===== src/rtl/ldpc_iter_ctrl_if.sv =====
// Handshake and control bundle between the LDPC iteration controller and
// the decoder datapath / host.
//   master: controller side (drives load_llr, cn_en, vn_en, vn_latch,
//           sel_posterior, busy, done, iterations_num)
//   slave : host/datapath side (drives start, max_num_iter, syndrome_ok,
//           abort, ack)
interface ldpc_iter_ctrl_if #(
  parameter int unsigned WIDTH = 20
);
  logic             start;
  logic [WIDTH-1:0] max_num_iter;
  logic             syndrome_ok;
  logic             abort;
  logic             ack;
  logic             load_llr;
  logic             cn_en;
  logic             vn_en;
  logic             vn_latch;
  logic             sel_posterior;
  logic             busy;
  logic [1:0]       done;
  logic [WIDTH-1:0] iterations_num;

  modport master (
    input  start, max_num_iter, syndrome_ok, abort, ack,
    output load_llr, cn_en, vn_en, vn_latch, sel_posterior, busy, done,
           iterations_num
  );

  modport slave (
    output start, max_num_iter, syndrome_ok, abort, ack,
    input  load_llr, cn_en, vn_en, vn_latch, sel_posterior, busy, done,
           iterations_num
  );
endinterface


===== src/rtl/ldpc_iter_ctrl.sv =====
// Iteration controller for the flooding-schedule LDPC decoder.
// Sequences LOAD -> CHECK -> (CN_UPD -> VN_UPD -> CHECK)* -> DONE and
// counts iterations against a limit captured at start.
//   clk, rst : single rising-edge clock, synchronous active-high reset
//   bus      : start/max_num_iter/syndrome_ok/abort/ack in,
//              load_llr/cn_en/vn_en/vn_latch/sel_posterior/busy/done/
//              iterations_num out
module ldpc_iter_ctrl #(
  parameter int unsigned WIDTH   = 20,
  parameter int unsigned CN_LAT  = 1,
  parameter int unsigned VN_LAT  = 1,
  parameter int unsigned CHK_LAT = 1
) (
  input  logic              clk,
  input  logic              rst,
  ldpc_iter_ctrl_if.master  bus
);

  localparam int unsigned LAT_AB  = (CN_LAT > VN_LAT) ? CN_LAT : VN_LAT;
  localparam int unsigned LAT_MAX = (LAT_AB > CHK_LAT) ? LAT_AB : CHK_LAT;
  localparam int unsigned PH_W    = (LAT_MAX > 1) ? $clog2(LAT_MAX) : 1;

  localparam logic [PH_W-1:0] CN_LAST  = PH_W'(CN_LAT - 1);
  localparam logic [PH_W-1:0] VN_LAST  = PH_W'(VN_LAT - 1);
  localparam logic [PH_W-1:0] CHK_LAST = PH_W'(CHK_LAT - 1);

  typedef enum logic [2:0] {
    IDLE,
    LOAD,
    CHECK,
    CN_UPD,
    VN_UPD,
    DONE
  } state_t;

  state_t            state, state_next;
  logic [PH_W-1:0]   ph, ph_next;
  logic [WIDTH-1:0]  lim;
  logic [WIDTH-1:0]  iter_cnt;
  logic              sel_post;
  logic [1:0]        done_code;

  logic              check_last;
  logic              vn_last;
  logic              running;

  assign check_last = (state == CHECK)  && (ph == CHK_LAST);
  assign vn_last    = (state == VN_UPD) && (ph == VN_LAST);
  assign running    = (state == LOAD) || (state == CHECK) ||
                      (state == CN_UPD) || (state == VN_UPD);

  // State register
  always_ff @(posedge clk) begin
    if (rst) begin
      state <= IDLE;
      ph    <= '0;
    end else begin
      state <= state_next;
      ph    <= ph_next;
    end
  end

  // Next-state logic; abort overrides every exit of a running state
  always_comb begin
    state_next = state;
    ph_next    = ph;
    case (state)
      IDLE: begin
        if (bus.start) begin
          state_next = LOAD;
          ph_next    = '0;
        end
      end
      LOAD: begin
        ph_next = '0;
        if (bus.abort) state_next = DONE;
        else           state_next = CHECK;
      end
      CHECK: begin
        if (bus.abort) begin
          state_next = DONE;
        end else if (ph == CHK_LAST) begin
          ph_next = '0;
          if (bus.syndrome_ok || (iter_cnt == lim)) state_next = DONE;
          else                                      state_next = CN_UPD;
        end else begin
          ph_next = ph + 1'b1;
        end
      end
      CN_UPD: begin
        if (bus.abort) begin
          state_next = DONE;
        end else if (ph == CN_LAST) begin
          state_next = VN_UPD;
          ph_next    = '0;
        end else begin
          ph_next = ph + 1'b1;
        end
      end
      VN_UPD: begin
        if (bus.abort) begin
          state_next = DONE;
        end else if (ph == VN_LAST) begin
          state_next = CHECK;
          ph_next    = '0;
        end else begin
          ph_next = ph + 1'b1;
        end
      end
      DONE: begin
        ph_next = '0;
        if (bus.start)    state_next = LOAD;
        else if (bus.ack) state_next = IDLE;
      end
      default: begin
        state_next = IDLE;
        ph_next    = '0;
      end
    endcase
  end

  // Status registers: limit, iteration count, posterior select, done code
  always_ff @(posedge clk) begin
    if (rst) begin
      lim       <= '0;
      iter_cnt  <= '0;
      sel_post  <= 1'b0;
      done_code <= 2'b00;
    end else begin
      case (state)
        IDLE, DONE: begin
          if (bus.start) begin
            lim       <= bus.max_num_iter;
            iter_cnt  <= '0;
            sel_post  <= 1'b0;
            done_code <= 2'b00;
          end else if (bus.ack) begin
            done_code <= 2'b00;
          end
        end
        default: begin
          // an abort in the last VN cycle suppresses that iteration's count
          if (bus.abort) begin
            done_code <= 2'b11;
          end else begin
            if (check_last) begin
              if (bus.syndrome_ok)    done_code <= 2'b10;
              else if (iter_cnt == lim) done_code <= 2'b01;
            end
            if (vn_last) begin
              iter_cnt <= iter_cnt + WIDTH'(1);
              sel_post <= 1'b1;
            end
          end
        end
      endcase
    end
  end

  // Output decode from registered state/phase only
  always_comb begin
    bus.load_llr       = (state == LOAD);
    bus.cn_en          = (state == CN_UPD);
    bus.vn_en          = (state == VN_UPD);
    bus.vn_latch       = vn_last;
    bus.busy           = running;
    bus.sel_posterior  = sel_post;
    bus.done           = done_code;
    bus.iterations_num = iter_cnt;
  end

endmodule


===== src/flat_wrapper.sv =====
// flat-port wrapper written by rule: the top's interface ports become plain ports
module ldpc_iter_ctrl_flat 
#(
  parameter int unsigned WIDTH   = 20,
  parameter int unsigned CN_LAT  = 1,
  parameter int unsigned VN_LAT  = 1,
  parameter int unsigned CHK_LAT = 1
)
  (clk, rst, bus_start, bus_max_num_iter, bus_syndrome_ok, bus_abort, bus_ack, bus_load_llr, bus_cn_en, bus_vn_en, bus_vn_latch, bus_sel_posterior, bus_busy, bus_done, bus_iterations_num);
  ldpc_iter_ctrl_if #(.WIDTH(WIDTH)) bus_i ();
  input  logic clk;
  input  logic rst;
  input wire logic [$bits(bus_i.start)-1:0] bus_start;
  input wire logic [$bits(bus_i.max_num_iter)-1:0] bus_max_num_iter;
  input wire logic [$bits(bus_i.syndrome_ok)-1:0] bus_syndrome_ok;
  input wire logic [$bits(bus_i.abort)-1:0] bus_abort;
  input wire logic [$bits(bus_i.ack)-1:0] bus_ack;
  output wire logic [$bits(bus_i.load_llr)-1:0] bus_load_llr;
  output wire logic [$bits(bus_i.cn_en)-1:0] bus_cn_en;
  output wire logic [$bits(bus_i.vn_en)-1:0] bus_vn_en;
  output wire logic [$bits(bus_i.vn_latch)-1:0] bus_vn_latch;
  output wire logic [$bits(bus_i.sel_posterior)-1:0] bus_sel_posterior;
  output wire logic [$bits(bus_i.busy)-1:0] bus_busy;
  output wire logic [$bits(bus_i.done)-1:0] bus_done;
  output wire logic [$bits(bus_i.iterations_num)-1:0] bus_iterations_num;
  assign bus_i.start = bus_start;
  assign bus_i.max_num_iter = bus_max_num_iter;
  assign bus_i.syndrome_ok = bus_syndrome_ok;
  assign bus_i.abort = bus_abort;
  assign bus_i.ack = bus_ack;
  assign bus_load_llr = bus_i.load_llr;
  assign bus_cn_en = bus_i.cn_en;
  assign bus_vn_en = bus_i.vn_en;
  assign bus_vn_latch = bus_i.vn_latch;
  assign bus_sel_posterior = bus_i.sel_posterior;
  assign bus_busy = bus_i.busy;
  assign bus_done = bus_i.done;
  assign bus_iterations_num = bus_i.iterations_num;
  ldpc_iter_ctrl #(.WIDTH(WIDTH), .CN_LAT(CN_LAT), .VN_LAT(VN_LAT), .CHK_LAT(CHK_LAT)) u_core (.clk(clk), .rst(rst), .bus(bus_i));
endmodule

===== config.mk =====
export PLATFORM = sky130hd
export DESIGN_NAME = ldpc_iter_ctrl_flat
export DESIGN_NICKNAME = d
export VERILOG_FILES = /design/src/rtl/ldpc_iter_ctrl_if.sv /design/src/rtl/ldpc_iter_ctrl.sv /design/src/flat_wrapper.sv
export SDC_FILE = /design/constraint.sdc
export NUM_CORES = 1
export LEC_CHECK = 0
export ABC_AREA = 1
export CAP_MARGIN = 25
export CORE_MARGIN = 5
export CORE_UTILIZATION = 40
export CTS_CLUSTER_SIZE = 28
export DETAILED_ROUTE_END_ITERATION = 6
export MAX_ROUTING_LAYER = met4
export PLACE_DENSITY = 0.65
export RECOVER_POWER = 100
export SYNTH_ARGS = -nofsm -noshare
export SYNTH_HDL_FRONTEND = slang
export SYNTH_SLANG_ARGS = --single-unit

===== constraint.sdc =====
create_clock -name clk -period 2 [get_ports clk]
set_clock_uncertainty 0.05 [all_clocks]
set_input_delay 0.6 -clock clk [delete_from_list [all_inputs] [get_ports clk]]
set_output_delay 0.6 -clock clk [all_outputs]
set_load 0.03 [all_outputs]

Yosys cells after proc, flatten, opt, wreduce, memory -nomap -nowiden
Index checks and enable logic that the tools add are counted.

Register bits after elaboration: 47. Latch bits: 0. Bits in writable memories: 0. ROM bits: 0. Bits of input ports: 26. Output and inout bits: 28. Word-level logic and storage cells: 71. Memories: 0.

Add/subtract/negate cells: 2. Multiply operators: 0. Div/mod/pow operators: 0. Magnitude comparators: 0. Equality and inequality tests: 15. Shift-type cells: 0. Mux-type cells: 30. Bitwise gates (word level): 1. Reduce and logical (&&, ||, !) cells: 17.

Operators with widths (count): $mux W20 (4); $mux W3 (11); $add A20 B1 Y20 const B (1); $eq A20 B20 Y1 (1); $pmux W3 S6 (1); $ne A3 B3 Y1 const B (5); $mux W2 (7); $eq A3 B2 Y1 const B (2); $eq A3 B3 Y1 const B (2); $mux W1 (6); $ne A2 B2 Y1 const B (3); $reduce_and A3 Y1 (2); $reduce_and A5 Y1 (1); $logic_or A1 B1 Y1 (4); $reduce_and A2 Y1 (2); $reduce_bool A4 Y1 (1); $eq A3 B1 Y1 const B (1); $logic_not A3 Y1 (1); $reduce_bool A3 Y1 (1); $reduce_or A3 Y1 (1); $logic_and A1 B1 Y1 (2); $ne A2 B1 Y1 const B (1); $pmux W1 S2 (1); $reduce_bool A2 Y1 (1); other kinds (3) (3).

Depth between registers and ports, before layout
Gate-level depths: netlist of run 1.

Depth after elaboration: 6. Depth in mapped cells: 11. Depth with buffers taken out: 11.

Worst setup path after synthesis of run 1
OpenSTA, ideal clock, no wires.

Path type: register to output. From: register u_core.state[0]. To: output port bus_busy. Arrival: 1.638 ns. Required time: 1.350 ns. Slack: -0.288 ns. Cell stages (with the launch flop): 5. Buffers on the path: 0. Cell sequence: dfxtp_1 inv_1 nor3_1 nor3_1 nand2_1.

Elaborated cells between the ends (all ways): 7. Those cells by class: eq/ne: 4; reduce/logical: 3.

RTL lines: start, declared (line ldpc_iter_ctrl.sv:36) `state_t state, state_next;`; start signal, assigned (line ldpc_iter_ctrl.sv:58) `state <= state_next;`; $eq A3 B2 Y1; net bus_cn_en (line flat_wrapper.sv:19) `output wire logic [$bits(bus_i.cn_en)-1:0] bus_cn_en;`; $logic_or A1 B1 Y1 (line ldpc_iter_ctrl.sv:49) `assign running = (state == LOAD) || (state == CHECK) ||`; $logic_or A1 B1 Y1 (line ldpc_iter_ctrl.sv:50) `(state == CN_UPD) || (state == VN_UPD);`; end, declared (line flat_wrapper.sv:23) `output wire logic [$bits(bus_i.busy)-1:0] bus_busy;`.

The timed path passes the listed nets, and every way through them passes these cells.

Final worst setup path of run 1
From: register u_core.state[1]. To: output port bus_busy.

Longest elaborated chain between the ends: 4. Elaborated cells between the ends (all ways): 7. Those cells by class: eq/ne: 4; reduce/logical: 3.

RTL lines (line): $eq A3 B1 Y1 / $eq A3 B2 Y1 (equally long branches) (ldpc_iter_ctrl.sv:49); $logic_or A1 B1 Y1 (2 in series) (ldpc_iter_ctrl.sv:49); $logic_or A1 B1 Y1 * (ldpc_iter_ctrl.sv:50).

Every way passes the cells marked *; elsewhere a longest branch is shown, timed or not.

==> run summary, run 1 <==
The run finished with clean final reports. The residual antenna-violating net count after detailed routing came out at 0. The final cycle utilization of the critical path came out at 0.986.

The overall die area came out at 7870 um^2. The number of endpoints with negative hold slack in the final report came out at 0. The path type of the worst setup path is flip-flop to primary output. The die outline height came out at 88.7 um. The number of cells in the finished layout apart from fillers is 521. The number of maximum-capacitance constraint violations is 0.

Dividing the detail-routed wire length by the instance count gives between 10 and 15 um. The depth of the most critical reg-to-reg path came out at 8. The most instantiated flip-flop cell in the synthesis netlist is dfxtp_1.

The largest fanout on the critical path came out at 5. The cell count after synthesis is 365. The starting density of the core is 0.416. The pre-antenna-repair detailed-routing pass consisted of 5 iterations. The area of all placed cells without fillers came out at 3320 um^2. The tightest min-delay check is of the flip-flop to flip-flop type. The top cell types in the final layout, fill and taps aside, are 93 x nand2_1, 44 x inv_1, 43 x dfxtp_1. The number of synthesized flops with an enable pin came out at 0. The H-tree depth came out at 2. Total power for the finished layout comes to around 2.8 mW. The synthesized netlist net count came out at ~390.

The clock root buffer master is clkbuf_8. After floorplanning, the core was sized to cover 5960 um^2. In this run the tool buffered the top-level ports with 53 buffer cells. The clock-pin slew reported for the worst setup and hold paths after clock tree synthesis is 0.09 ns. The clock insertion delay at the later pin of the skew report came out at 0.30 ns.

For this block, the via count after detailed routing is 2590. The total CTS buffers is 5. The arrival time reported for the critical path endpoint is 1.32 ns. Setup repair after global routing could not meet its margin everywhere. The wire length of the first global-routing pass came out at 10900 um.

The startpoint identified for the worst register-to-register timing path is u_core.bus.iterations_num[1]. The count of inserted antenna diode cells came out at 0. The share of the Yosys chip area taken by registers is 0.372. The last weighted congestion value of the routability-driven placer is 0.829. STA classifies the critical path endpoint as a primary output. The horizontal extent of the die is 88.7 um. The global routing usage summed across all routing layers came out at 0.184. Entering global routing, the biggest net connects 39 pins. The top achievable clock speed came out at approximately 500 MHz. The post-synthesis to final-layout area growth is 34.0%. Counting flops with an async set or reset pin after synthesis yields a share of 0. At the end of the flow the core is filled with cells to 0.557. The worst path needs 1.97 ns of the cycle, external delays included. The count of state elements after synthesis is 46. The final-stage net count came out at around 470. The worst hold path passes through 2 cells. The number of different library cells used by synthesis comes to 36. The worst setup slack for register-to-register paths is 0.11 ns. The power per cell area came out at 851 nW/um^2. The worst register-to-register path ends at u_core.bus.iterations_num[13].

The post-synthesis instance area came out at 2480 um^2. The endpoint required time on the critical path is 1.35 ns. The total of fill cells in the finished design came out at roughly 600.

The leakage power figure came out at 1.42 nW. The vias per cell came out at 4.97. The transition time at the pin with the least slew margin came out at 0.500 ns. The path with the worst hold slack has its endpoint at u_core.lim[5]. The synthesis warning total came out at 0. TritonCTS built the clock tree.

The number of global-route vias before repair came out at 2408. The initial antenna violation count is 0. The area of placed instances came out at roughly 3300 um^2. The total instance count after detailed placement is 511. The hold buffer count at CTS is 0.

The number of max-slew violations in the final report is 0. During I/O placement, the number of pins put on the boundary was 54. The clock passes through at most 2 buffers. The post-detailed-route DRC marker count came out at 0. Detailed placement finished with a half-perimeter wire length of about 5200 um. The worst supply voltage drop on vdd came out at 526 uV.

The worst relative slew slack is 0.658. Of the cells placed in the final design, the portion with a size suffix greater than 1 is 0.157. The floorplan has 28 rows. Setup violations remaining at the end of the flow were counted as 0.

The startpoint of the most critical hold path is u_core.lim[5]. The most common cell after layout, fill and taps aside is nand2_1. The count of clock tree sinks is 46. The total length of routed wires came out at 6810 um. The tightest hold path in the finished design has a slack of 0.424 ns. The first-iteration detailed-routing DRC count is 115. After global routing the overflow that remains totals 0. STA classifies the critical path startpoint as a flip-flop. The average cell area after synthesis came out at just under 7 um^2.
==> per-stage QoR <==
step           worst slack (ns)  TNS (ns)
6_report                 0.0288         0
5_1_grt                 -0.0303   -0.0483
4_1_cts                 0.00175         0
3_5_place_dp            -0.0530    -0.173
3_3_place_gp           0.000589         0
2_1_floorplan            0.0164         0
==> critical path, stage by stage, from the launching register on <==
cell     delay [ns]
dfxtp_4        0.40
inv_6          0.06
nor3_4         0.25
nor3_2         0.05
nand2_1        0.11
buf_6          0.14
==> cells by family after synthesis <==
family / share of synthesized area
AND/OR/NAND/NOR: 0.326
AO/OA/AOI/OAI: 0.165
buffers and inverters: 0.101
flip-flops: 0.372
XOR/XNOR: 0.0318
adder cells (fa/ha/maj): 0.00505
==> final cells by class <==
cell class	instances	area [um^2]	share of cell area
clock buffers	5	68.8	0.0207
clock inverters	3	21.3	0.00641
inverters	47	181	0.0547
multi-input cells	259	1340	0.403
flip-flops and latches	46	932	0.281
well taps	75	93.8	0.0283
repair buffers	86	684	0.206
==> registers in the layout, indices dropped and copies added, names as in the netlist <==
| register | flops |
|---|---|
| u_core.bus.done | 2 |
| u_core.bus.iterations_num | 20 |
| u_core.bus.sel_posterior | 1 |
| u_core.lim | 20 |
| u_core.state | 3 |
==> where the power goes <==
part / total, mW / switching (mW) / internal, mW
sequential: 1.17 / 0.110 / 1.06
clock: 0.579 / 0.333 / 0.246
combinational: 1.07 / 0.653 / 0.420
==> layer usage <==
layer  wire length [um]  GRT usage  part of all wire
met1               2880      0.223              0.42
met4                 85     0.0412             0.012
met5                  0          -                 0
met3                495     0.0326             0.073
met2               3350      0.316              0.49
==> synth_stat cells, types with 3 or more instances <==
library cell / number / area share
nor3_1: 6 / 0.012
o21ai_0: 27 / 0.055
xnor2_1: 8 / 0.028
clkbuf_1: 3 / 0.0045
dfxtp_1: 46 / 0.37
buf_4: 4 / 0.012
a21oi_1: 32 / 0.065
nor2_4: 5 / 0.023
a211oi_1: 3 / 0.0091
nand3_1: 17 / 0.034
nand2_1: 92 / 0.14
buf_2: 4 / 0.0081
nand4_1: 6 / 0.015
nor2_1: 38 / 0.058
inv_1: 45 / 0.068
==> worst max-delay path by stage <==
stage / start / to / slack, ns / depth (start not counted)
after floorplan: u_core.state[0] / bus_busy / 0.02 / 4
after global placement: bus_abort / u_core.bus.iterations_num[16] / 0.0006 / 10
after detailed placement: bus_abort / u_core.bus.iterations_num[16] / -0.05 / 10
after CTS: u_core.bus.iterations_num[16] / bus_iterations_num[16] / 0.002 / 1
after global routing: u_core.state[1] / bus_busy / -0.03 / 5
final: u_core.state[1] / bus_busy / 0.03 / 5
==> what timing repair did <==
item,4_1_cts,5_1_grt
buffers inserted,1,1
pin swaps,2,3
endpoints found under the setup margin,10,12
gates resized for setup,17,20
Power figures use the tool's default switching activity.
==> run 2: changes to the inputs <==
--- a/config.mk
+++ b/config.mk
@@ -12,7 +12,7 @@
 export CTS_CLUSTER_SIZE = 28
 export DETAILED_ROUTE_END_ITERATION = 6
 export MAX_ROUTING_LAYER = met4
-export PLACE_DENSITY = 0.65
+export PLACE_DENSITY = 0.69
 export RECOVER_POWER = 100
 export SYNTH_ARGS = -nofsm -noshare
 export SYNTH_HDL_FRONTEND = slang
==> run summary, run 2 (synthesis gave the netlist of run 1 again) <==
Setup repair after global routing could not meet its margin everywhere. The final standard cell utilization of the core is 0.557 (about the same). The vias per cell is 4.84 (-2.6%).

The sequential cell fraction of total power is 0.411 (-0.004). The first-iteration detailed-routing DRC count is 112 (-2.6%). The total power draw is 2.81 mW (-0.42%). The hold buffer count at CTS came out at 0 (unchanged). The critical path goes through clkdlybuf4s50_1. The last weighted congestion value of the routability-driven placer came out at 0.921 (+11%). The clock share of power is 0.210 (+0.005). The final-stage net count came out at 469 (-0.64%). The initial antenna violation count came out at 0 (unchanged). The clock insertion delay at the later pin of the skew report came out at 0.29 ns (about the same).

The count of clock tree sinks is 46 (unchanged). The die outline height came to 88.7 um (unchanged). The flow ran to the end, and the final reports show no timing, DRC or antenna violations. The share of final-layout standard cells stronger than drive strength 1 is 0.153 (-0.00345). The clock-pin slew reported for the worst setup and hold paths after clock tree synthesis is 0.08 ns (about the same). The min-delay analysis places its worst path in the category flip-flop to flip-flop. On the critical path the largest part of the delay comes from buffers and inverters. The count of inserted antenna diode cells came out at 0 (unchanged). The arrival time reported for the critical path endpoint is 1.32 ns (about the same). The internal power was 1.76 mW (+2.0%). The top cell types in the final layout, fill and taps aside, are 92 x nand2_1, 45 x inv_1, 42 x dfxtp_1. The number of vias after detailed routing is 2508 (-3.2%). The number of global-route vias before repair is 2364 (-1.8%). The number of maximum-capacitance constraint violations was 0 (unchanged). The sequential standard cell area came out at 928 um^2 (-0.40%).

The worst supply voltage drop on vdd came out at 434 uV (-18%). The CTS tree is yes. The wire length of the first global-routing pass is 11000 um (+0.95%). The combinational fraction of design power came out at 0.379 (about the same).

The maximum number of pins on one net before global-route repair is 39 (unchanged). The global routing usage summed across all routing layers came out at 0.184 (+0.000666). The power per cell area is 848 nW/um^2 (-0.38%).

The H-tree depth came out at 2 (unchanged). The total length of routed wires came out at 6650 um (-2.4%). The total instance count after detailed placement is 508 (-0.59%). The endpoint required time on the critical path came to 1.35 ns (about the same).

The mean routed wirelength per cell is 12.8 um (-1.8%). The final critical path time including I/O delays and setup came out at 1.97 ns (+0.00236 ns). The iteration count of the initial detailed-routing pass was 4 (-1). The number of max-slew violations in the final report is 0 (unchanged). The transition time at the pin with the least slew margin came out at 0.522 ns (+0.0219 ns).

The total of fill cells in the finished design is 612 (+2.9%). The delay of the slowest critical-path stage came out at 0.68 ns (+0.28 ns). The critical path capture point type is a primary output. The total CTS buffers came to 5 (unchanged).

The switching share of total power was 0.373 (-0.0148). The residual antenna-violating net count after detailed routing came to 0 (unchanged). The post-detailed-route DRC marker count came out at 0 (unchanged).

The number of endpoints with negative hold slack in the final report came to 0 (unchanged). The number of buffers on the longest clock path came out at 2 (unchanged). The area of the core region is 5960 um^2 (unchanged). On the critical path, the stage with the largest delay is an instance of clkdlybuf4s50_1. The placed wire-length estimate after detailed placement is 5080 um (-2.7%).

The clock root buffer master is clkbuf_8. The overall die area came out at 7870 um^2 (unchanged). The horizontal extent of the die came out at 88.7 um (unchanged).

The starting density of the core is 0.416 (unchanged). The nature of the critical path startpoint is a flip-flop. The count of pins on the block boundary is 54 (unchanged). The library cell used most frequently in the layout, excluding fill and tap cells, is nand2_1. The number of cells in the finished layout apart from fillers came out at 518 (-0.58%). The leakage power figure came out at 1.44 nW (+1.4%). The post-synthesis to final-layout area growth was 33.9% (about the same). The top achievable clock speed is 507 MHz (-0.12%). The setup path with the least slack is of type flip-flop to primary output. The worst setup slack for register-to-register paths came out at 0.15 ns (+0.04 ns).

The port buffer count was 53 (unchanged). The number of buffer and inverter instances along the worst setup path came out at 1 (-1). The switching power is 1.05 mW (-4.2%). The worst relative slew slack is 0.643 (-0.0149). The largest fanout on the critical path is 2 (-3). The number of failing setup endpoints in the final timing report is 0 (unchanged). The post-route setup TNS came to 0 ns (unchanged). The overflow left after global routing is 0 (unchanged). The number of core rows is 28 (unchanged). The area of the multi-input gates is 1330 um^2 (-0.65%). The final cycle utilization of the critical path came out at 0.987 (+0.00118).
-- run 2: cell count changes in the layout (fill, tap and decap cells not counted), sizes merged --
cell           previous run  this run
clkbuf                   23        16
buf                      31        34
clkdlybuf4s50            28        29
clkinv                    2         1
clkinvlp                  1         0
dlygate4sd2               9        10
dlygate4sd3               0         1
-- run 2: what timing repair did --
item | in CTS | in global routing
gates resized for setup | 14 | 14
endpoints found under the setup margin | 11 | 10
endpoints found under the hold margin | 0 | 0
buffers inserted | 0 | 2
pin swaps | 0 | 2
-- run 2: layout make-up --
type | instances | area share
multi-input cells | 259 | 0.400
flip-flops and latches | 46 | 0.280
repair buffers | 83 | 0.210
inverters | 47 | 0.0539
well taps | 75 | 0.0283
clock buffers | 7 | 0.0260
clock inverters | 1 | 0.00151
-- run 2: path summary, 6_finish.rpt --
check,startpoint,endpoint,cells past startpoint
setup / recovery,u_core.bus.iterations_num[7],bus_iterations_num[7],1
hold / removal,u_core.lim[7],u_core.lim[7],2
setup reg to reg,u_core.bus.iterations_num[0],u_core.bus.iterations_num[16],11
hold reg to reg,u_core.lim[7],u_core.lim[7],2
-- run 2: power groups by stage --
stage                     combinational [mW]  sequential, mW  clock, mW
final                                   1.07            1.16      0.592
after global routing                    1.20            1.17      0.638
after CTS                               1.06            1.15      0.610
after detailed placement                1.05            1.17          0
after global placement                  1.03            1.16          0
after floorplan                        0.668            1.17          0
-- run 2: per-stage QoR --
stage / instance area (um^2) / hold WS (ns) / worst slack [ns]
2_1_floorplan: 2490 / 0.393 / 0.0164
3_3_place_gp: 3260 / 0.402 / -0.0370
3_5_place_dp: 3260 / 0.412 / -0.0758
4_1_cts: 3350 / 0.425 / 0.00329
5_1_grt: 3320 / 0.452 / -0.0202
6_report: 3320 / 0.425 / 0.0264
-- run 2: routing by layer --
metal  track usage  up-vias  wire length, um
met5             -        -                0
met4        0.0508        0              101
met3        0.0289       12              322
met2         0.297       59             3150
met1         0.240     1113             3070
li1              -     1324                -
